--- src/rtl/method_call_initiator.sv ---
// method_call_initiator
//   Drives the req/busy/return method-call handshake of a generated callee.
//   One start runs ITERATIONS calls. Each call waits for the callee to go
//   idle, raises req until busy is seen, waits for busy to fall, and then
//   compares the captured return value against the value latched at start.
//   The ARM wait and each call are bounded by TIMEOUT cycles. The req hold
//   is bounded by ACK_WINDOW cycles.
//
// Ports
//   clk           in   system clock
//   reset         in   synchronous, active-high reset
//   start         in   one-cycle pulse that begins a run (ignored unless idle)
//   expected      in   reference return value, sampled at start
//   method_req    out  request to the callee (registered)
//   method_busy   in   callee busy
//   method_return in   callee return value
//   running       out  run in progress
//   done          out  one-cycle end-of-run pulse
//   pass          out  all calls matched and no timeout (valid from done)
//   timeout       out  sticky ACK/completion timeout flag for the run
//   last_return   out  return value of the most recent completed call
//   call_count    out  completed calls in the current run (saturating)
//   fail_count    out  mismatched returns in the current run (saturating)
module method_call_initiator #(
  parameter int unsigned RET_WIDTH  = 32,
  parameter int unsigned ITERATIONS = 1,
  parameter int unsigned ACK_WINDOW = 16,
  parameter int unsigned TIMEOUT    = 10000
) (
  input  logic                 clk,
  input  logic                 reset,
  input  logic                 start,
  input  logic [RET_WIDTH-1:0] expected,
  output logic                 method_req,
  input  logic                 method_busy,
  input  logic [RET_WIDTH-1:0] method_return,
  output logic                 running,
  output logic                 done,
  output logic                 pass,
  output logic                 timeout,
  output logic [RET_WIDTH-1:0] last_return,
  output logic [15:0]          call_count,
  output logic [15:0]          fail_count
);

  localparam int unsigned TW = (TIMEOUT < 2) ? 1 : $clog2(TIMEOUT);
  localparam int unsigned AW = (ACK_WINDOW < 2) ? 1 : $clog2(ACK_WINDOW);
  localparam logic [TW-1:0] TMR_LAST = TW'(TIMEOUT - 1);
  localparam logic [AW-1:0] ACK_LAST = AW'(ACK_WINDOW - 1);
  localparam logic [15:0]   ITER_N   = 16'(ITERATIONS);

  typedef enum logic [2:0] {
    IDLE,
    ARM,
    REQ,
    WAIT_DONE,
    CHECK,
    FINISH
  } state_e;

  state_e               state_q, state_d;
  logic                 req_q, req_d;
  logic                 run_q, run_d;
  logic                 done_q, done_d;
  logic                 pass_q, pass_d;
  logic                 to_q, to_d;
  logic [RET_WIDTH-1:0] exp_q, exp_d;
  logic [RET_WIDTH-1:0] last_q, last_d;
  logic [15:0]          calls_q, calls_d;
  logic [15:0]          fails_q, fails_d;
  logic [TW-1:0]        tmr_q, tmr_d;
  logic [AW-1:0]        ack_q, ack_d;

  always_ff @(posedge clk) begin
    if (reset) begin
      state_q <= IDLE;
      req_q   <= 1'b0;
      run_q   <= 1'b0;
      done_q  <= 1'b0;
      pass_q  <= 1'b0;
      to_q    <= 1'b0;
      exp_q   <= '0;
      last_q  <= '0;
      calls_q <= '0;
      fails_q <= '0;
      tmr_q   <= '0;
      ack_q   <= '0;
    end else begin
      state_q <= state_d;
      req_q   <= req_d;
      run_q   <= run_d;
      done_q  <= done_d;
      pass_q  <= pass_d;
      to_q    <= to_d;
      exp_q   <= exp_d;
      last_q  <= last_d;
      calls_q <= calls_d;
      fails_q <= fails_d;
      tmr_q   <= tmr_d;
      ack_q   <= ack_d;
    end
  end

  always_comb begin
    state_d = state_q;
    req_d   = req_q;
    run_d   = run_q;
    done_d  = 1'b0;
    pass_d  = pass_q;
    to_d    = to_q;
    exp_d   = exp_q;
    last_d  = last_q;
    calls_d = calls_q;
    fails_d = fails_q;
    tmr_d   = tmr_q;
    ack_d   = ack_q;

    unique case (state_q)
      IDLE: begin
        if (start) begin
          exp_d   = expected;
          calls_d = '0;
          fails_d = '0;
          to_d    = 1'b0;
          pass_d  = 1'b0;
          run_d   = 1'b1;
          tmr_d   = '0;
          state_d = ARM;
        end
      end
      ARM: begin
        tmr_d = tmr_q + TW'(1);
        if (!method_busy) begin
          // req is set on the same edge REQ is entered; the call timer
          // restarts here so it counts from req assertion.
          req_d   = 1'b1;
          tmr_d   = '0;
          ack_d   = '0;
          state_d = REQ;
        end else if (tmr_q == TMR_LAST) begin
          to_d    = 1'b1;
          state_d = FINISH;
        end
      end
      REQ: begin
        tmr_d = tmr_q + TW'(1);
        ack_d = ack_q + AW'(1);
        // busy takes priority over an ACK window expiring on the same cycle
        if (method_busy) begin
          req_d   = 1'b0;
          state_d = WAIT_DONE;
        end else if (ack_q == ACK_LAST || tmr_q == TMR_LAST) begin
          to_d    = 1'b1;
          req_d   = 1'b0;
          state_d = FINISH;
        end
      end
      WAIT_DONE: begin
        tmr_d = tmr_q + TW'(1);
        if (!method_busy) begin
          last_d  = method_return;
          calls_d = (calls_q == 16'hFFFF) ? calls_q : calls_q + 16'd1;
          state_d = CHECK;
        end else if (tmr_q == TMR_LAST) begin
          to_d    = 1'b1;
          state_d = FINISH;
        end
      end
      CHECK: begin
        if (last_q != exp_q) begin
          fails_d = (fails_q == 16'hFFFF) ? fails_q : fails_q + 16'd1;
        end
        if (calls_q == ITER_N) begin
          state_d = FINISH;
        end else begin
          tmr_d   = '0;
          state_d = ARM;
        end
      end
      FINISH: begin
        run_d   = 1'b0;
        state_d = IDLE;
      end
      default: begin
        req_d   = 1'b0;
        run_d   = 1'b0;
        state_d = IDLE;
      end
    endcase

    // FINISH lasts one cycle, so this fires only on the entering edge and
    // makes done/pass visible together.
    if (state_d == FINISH) begin
      done_d = 1'b1;
      pass_d = (fails_d == 16'd0) && !to_d;
    end
  end

  assign method_req  = req_q;
  assign running     = run_q;
  assign done        = done_q;
  assign pass        = pass_q;
  assign timeout     = to_q;
  assign last_return = last_q;
  assign call_count  = calls_q;
  assign fail_count  = fails_q;

endmodule

--- config.mk ---
export PLATFORM = sky130hd
export DESIGN_NAME = method_call_initiator
export DESIGN_NICKNAME = d
export VERILOG_FILES = /design/src/rtl/method_call_initiator.sv
export SDC_FILE = /design/constraint.sdc
export NUM_CORES = 1
export LEC_CHECK = 0
export CAP_MARGIN = 20
export CORE_AREA = 2 2 116 118
export DETAILED_ROUTE_END_ITERATION = 16
export DIE_AREA = 0 0 118 120
export GPL_ROUTABILITY_DRIVEN = 0
export PLACE_DENSITY = 0.75
export SYNTH_ARGS = -nofsm -noshare
export SYNTH_HDL_FRONTEND = slang
export SYNTH_SLANG_ARGS = --single-unit
--- constraint.sdc ---
create_clock -name clk -period 2.3 [get_ports clk]
set_clock_uncertainty 0.1 [all_clocks]
set_input_delay 0.345 -clock clk [delete_from_list [all_inputs] [get_ports clk]]
set_output_delay 0.345 -clock clk [all_outputs]
set_load 0.01 [all_outputs]
==> flow_metrics.tcl <==
set metrics [dict create \
    critPathKind "reg -> reg" \
    cts_tree "built" \
    drt-initial-drc-count 437 \
    grt_usage 0.252 \
    vdd_drop_max_mv 0.551 \
    synth_area_sq_mm 0.00568 \
    grt-ovfl-total 0 \
    die_height_um 120 \
    cp_max_fo 5 \
    cpMaxStageDelayCell "or4_1" \
    final_cells 1195 \
    diodes 0 \
    met3_length_um 922 \
    syn_avg_cell_area_sq_um 7.97 \
    fin_crit_sh 1.14 \
    async_flop_share 0 \
    grt_max_degree 56 \
    synth_top_area_frac 0.430 \
    fp.coreArea_sq_mm 0.0130 \
    max_slew_margin 0.599 \
    clk_pin_slew_ps 60 \
    grt_pass1_wl_mm 28.4 \
    max_freq_mhz 382 \
    final.setup.worst_slack_ps -317 \
    rsz0062_at_grt "yes" \
    synth_edf_count 0 \
    grt_pass1_vias 5839 \
    ys_seq_elements 122 \
    wire_per_inst_um 15.6 \
    routed.top_layer "met4" \
    crit_chain "xnor2_2, nand4_1, nor4_4, and2_4, buf_6, nor3_4, a31oi_4, nand2_1, or4_1, o21ai_1" \
    io_buffers 136 \
    vias_per_cell 5.19 \
    power_leakage_nw 3.59 \
    ant_nets 0 \
    dr.pass1.iters 6 \
    critPathLaunchType "flop" \
    power_density_mw_per_mm2 612 \
    crit_start "exp_q[27]$_SDFFE_PP0P_" \
    cts_max_level 4 \
    cts_hold_buf 0 \
    violations "negative setup slack" \
    antenna_found_initial 0 \
    cts_num_sinks 122 \
    vias 6208 \
    place_area_sq_mm 0.00840 \
    tns_ps -549 \
    cts_buffer_depth 2 \
    wl_met1_mm 7.91 \
    root_buffer "clkbuf_16" \
    cp.arrival_ps 2870 \
    dp_hpwl_mm 12.7 \
    nets 1080 \
    cp.required_ps 2550 \
    stdcell_area_sq_mm 0.00931 \
    ys.flop_type "dfxtp_1" \
    hold_viol_final 0 \
    post-route-drc-count 0 \
    io_pins 137 \
    synthTopCellsByArea "dfxtp_1, nand2_1, a21oi_1" \
    slew_violations 0 \
    die_area_sq_mm 0.0142 \
    dp.cells 1151 \
    synthCells 713 \
    fp.dieW_um 118 \
    syn-num-nets 786 \
    cp_slowest_stage_delay_ps 530 \
    dp_slack_ps -384 \
    synth_top_cells_by_count "nand2_1, dfxtp_1, a21oi_1" \
    area_growth_pct 63.7 \
    ys_seq_area_frac 0.430 \
    r2r-start "exp_q[27]$_SDFFE_PP0P_" \
    cap_violations 0 \
    endpoint_kind "flop" \
    synth.most_common_cell "nand2_1" \
    ys_warn_count 0 \
    final_util 0.717 \
    insertion_delay_ps 420 \
    cts_buffers 17 \
    synth.distinct_cells 64 \
    wl_met2_mm 9.39 \
    std_cell_rows 42 \
    holdCritPathClass "in -> reg" \
    yosys.area.top_type "dfxtp_1" \
    initial_core_util 0.438 \
    final-setup-viol-count 3 \
    drive_above_1_share 0.276 \
    fin_crit_ps 2620 \
    nFillCells 962 \
    worst_pin_slew_ps 601 \
    status "complete, but fails checks" \
    wl_mm 18.7 \
    min_from "reset" \
]
## area by class of cell
class / count / area (sq um) / area share
clock buffer: 26 / 510 / 0.0549
tap: 176 / 220 / 0.0237
inverter: 7 / 26.3 / 0.00282
timing repair buffer: 311 / 2730 / 0.293
sequential: 122 / 2480 / 0.267
multi-input combinational: 548 / 3240 / 0.348
clock inverter: 5 / 106 / 0.0114
## critical path: cells and delay by family (launching register included)
kind	cells	cell delay, ps
XOR/XNOR	1	200
AND/OR/NAND/NOR	6	1520
flip-flops	1	330
AO/OA/AOI/OAI	2	290
buffers and inverters	1	120
## per-stage QoR
stage                     hold WS (ps)  power (mW)
after global routing               279        5.87
final                              255        5.69
after global placement             343        2.88
after floorplan                    334        2.57
after CTS                          226        5.67
after detailed placement           358        2.89
## flip-flops by register name, summed over array words and instances, names as in the netlist
register	flops
last_return	32
ack_q	4
state_q	3
done	1
exp_q	32
timeout	1
running	1
fail_count	16
pass	1
tmr_q	14
call_count	16
method_req	1
## worst paths after layout
check,to,slack [ps],cells after the start
worst max-delay path,pass$_SDFFE_PP0P_,-320,10
worst min-delay path,fail_count[13]$_SDFF_PP0_,250,2
worst max register to register,pass$_SDFFE_PP0P_,-320,10
worst min register to register,exp_q[3]$_SDFFE_PP0P_,360,2
## cells in the final DEF (no fill, tap or decap), types with 4 or more instances in the layout
master	n
nor2_2	6
clkbuf_1	5
nor4_1	6
nand2b_1	4
nor2_1	59
a21oi_1	83
nor3_1	5
clkbuf_16	18
buf_6	8
inv_1	7
nand3_1	21
nand2_1	160
clkdlybuf4s50_1	135
xor2_1	15
nand4_1	20
xnor2_1	34
dfxtp_1	97
or3_1	7
buf_4	165
xnor2_2	5
a31oi_1	12
and3_1	4
o21ai_1	7
dfxtp_2	22
nor2b_1	5
o21ai_0	13
## what timing repair did
action	CTS	global route
hold endpoints to repair	0	0
setup buffers	3	10
gates cloned	0	1
gates resized for setup	7	43
pin swaps	5	26
setup endpoints to repair	3	37
## layer usage
layer	GRT usage	vias to the layer above
met4	0.100	0
met2	0.435	189
met1	0.306	2924
met3	0.0532	43
met5	0	-
li1	-	3052
## power by group
part	switching [mW]	internal [mW]	total [mW]
Combinational	0.350	0.350	0.700
Sequential	0.0458	2.18	2.22
Clock	0.917	1.85	2.77
## logic make-up after synthesis
logic type               synth area share
adder cells (fa/ha/maj)            0.0110
multiplexers                      0.00352
AND/OR/NAND/NOR                     0.287
buffers and inverters              0.0365
flip-flops                          0.430
XOR/XNOR                           0.0832
AO/OA/AOI/OAI                       0.149
(Power assumes the default switching activity.)
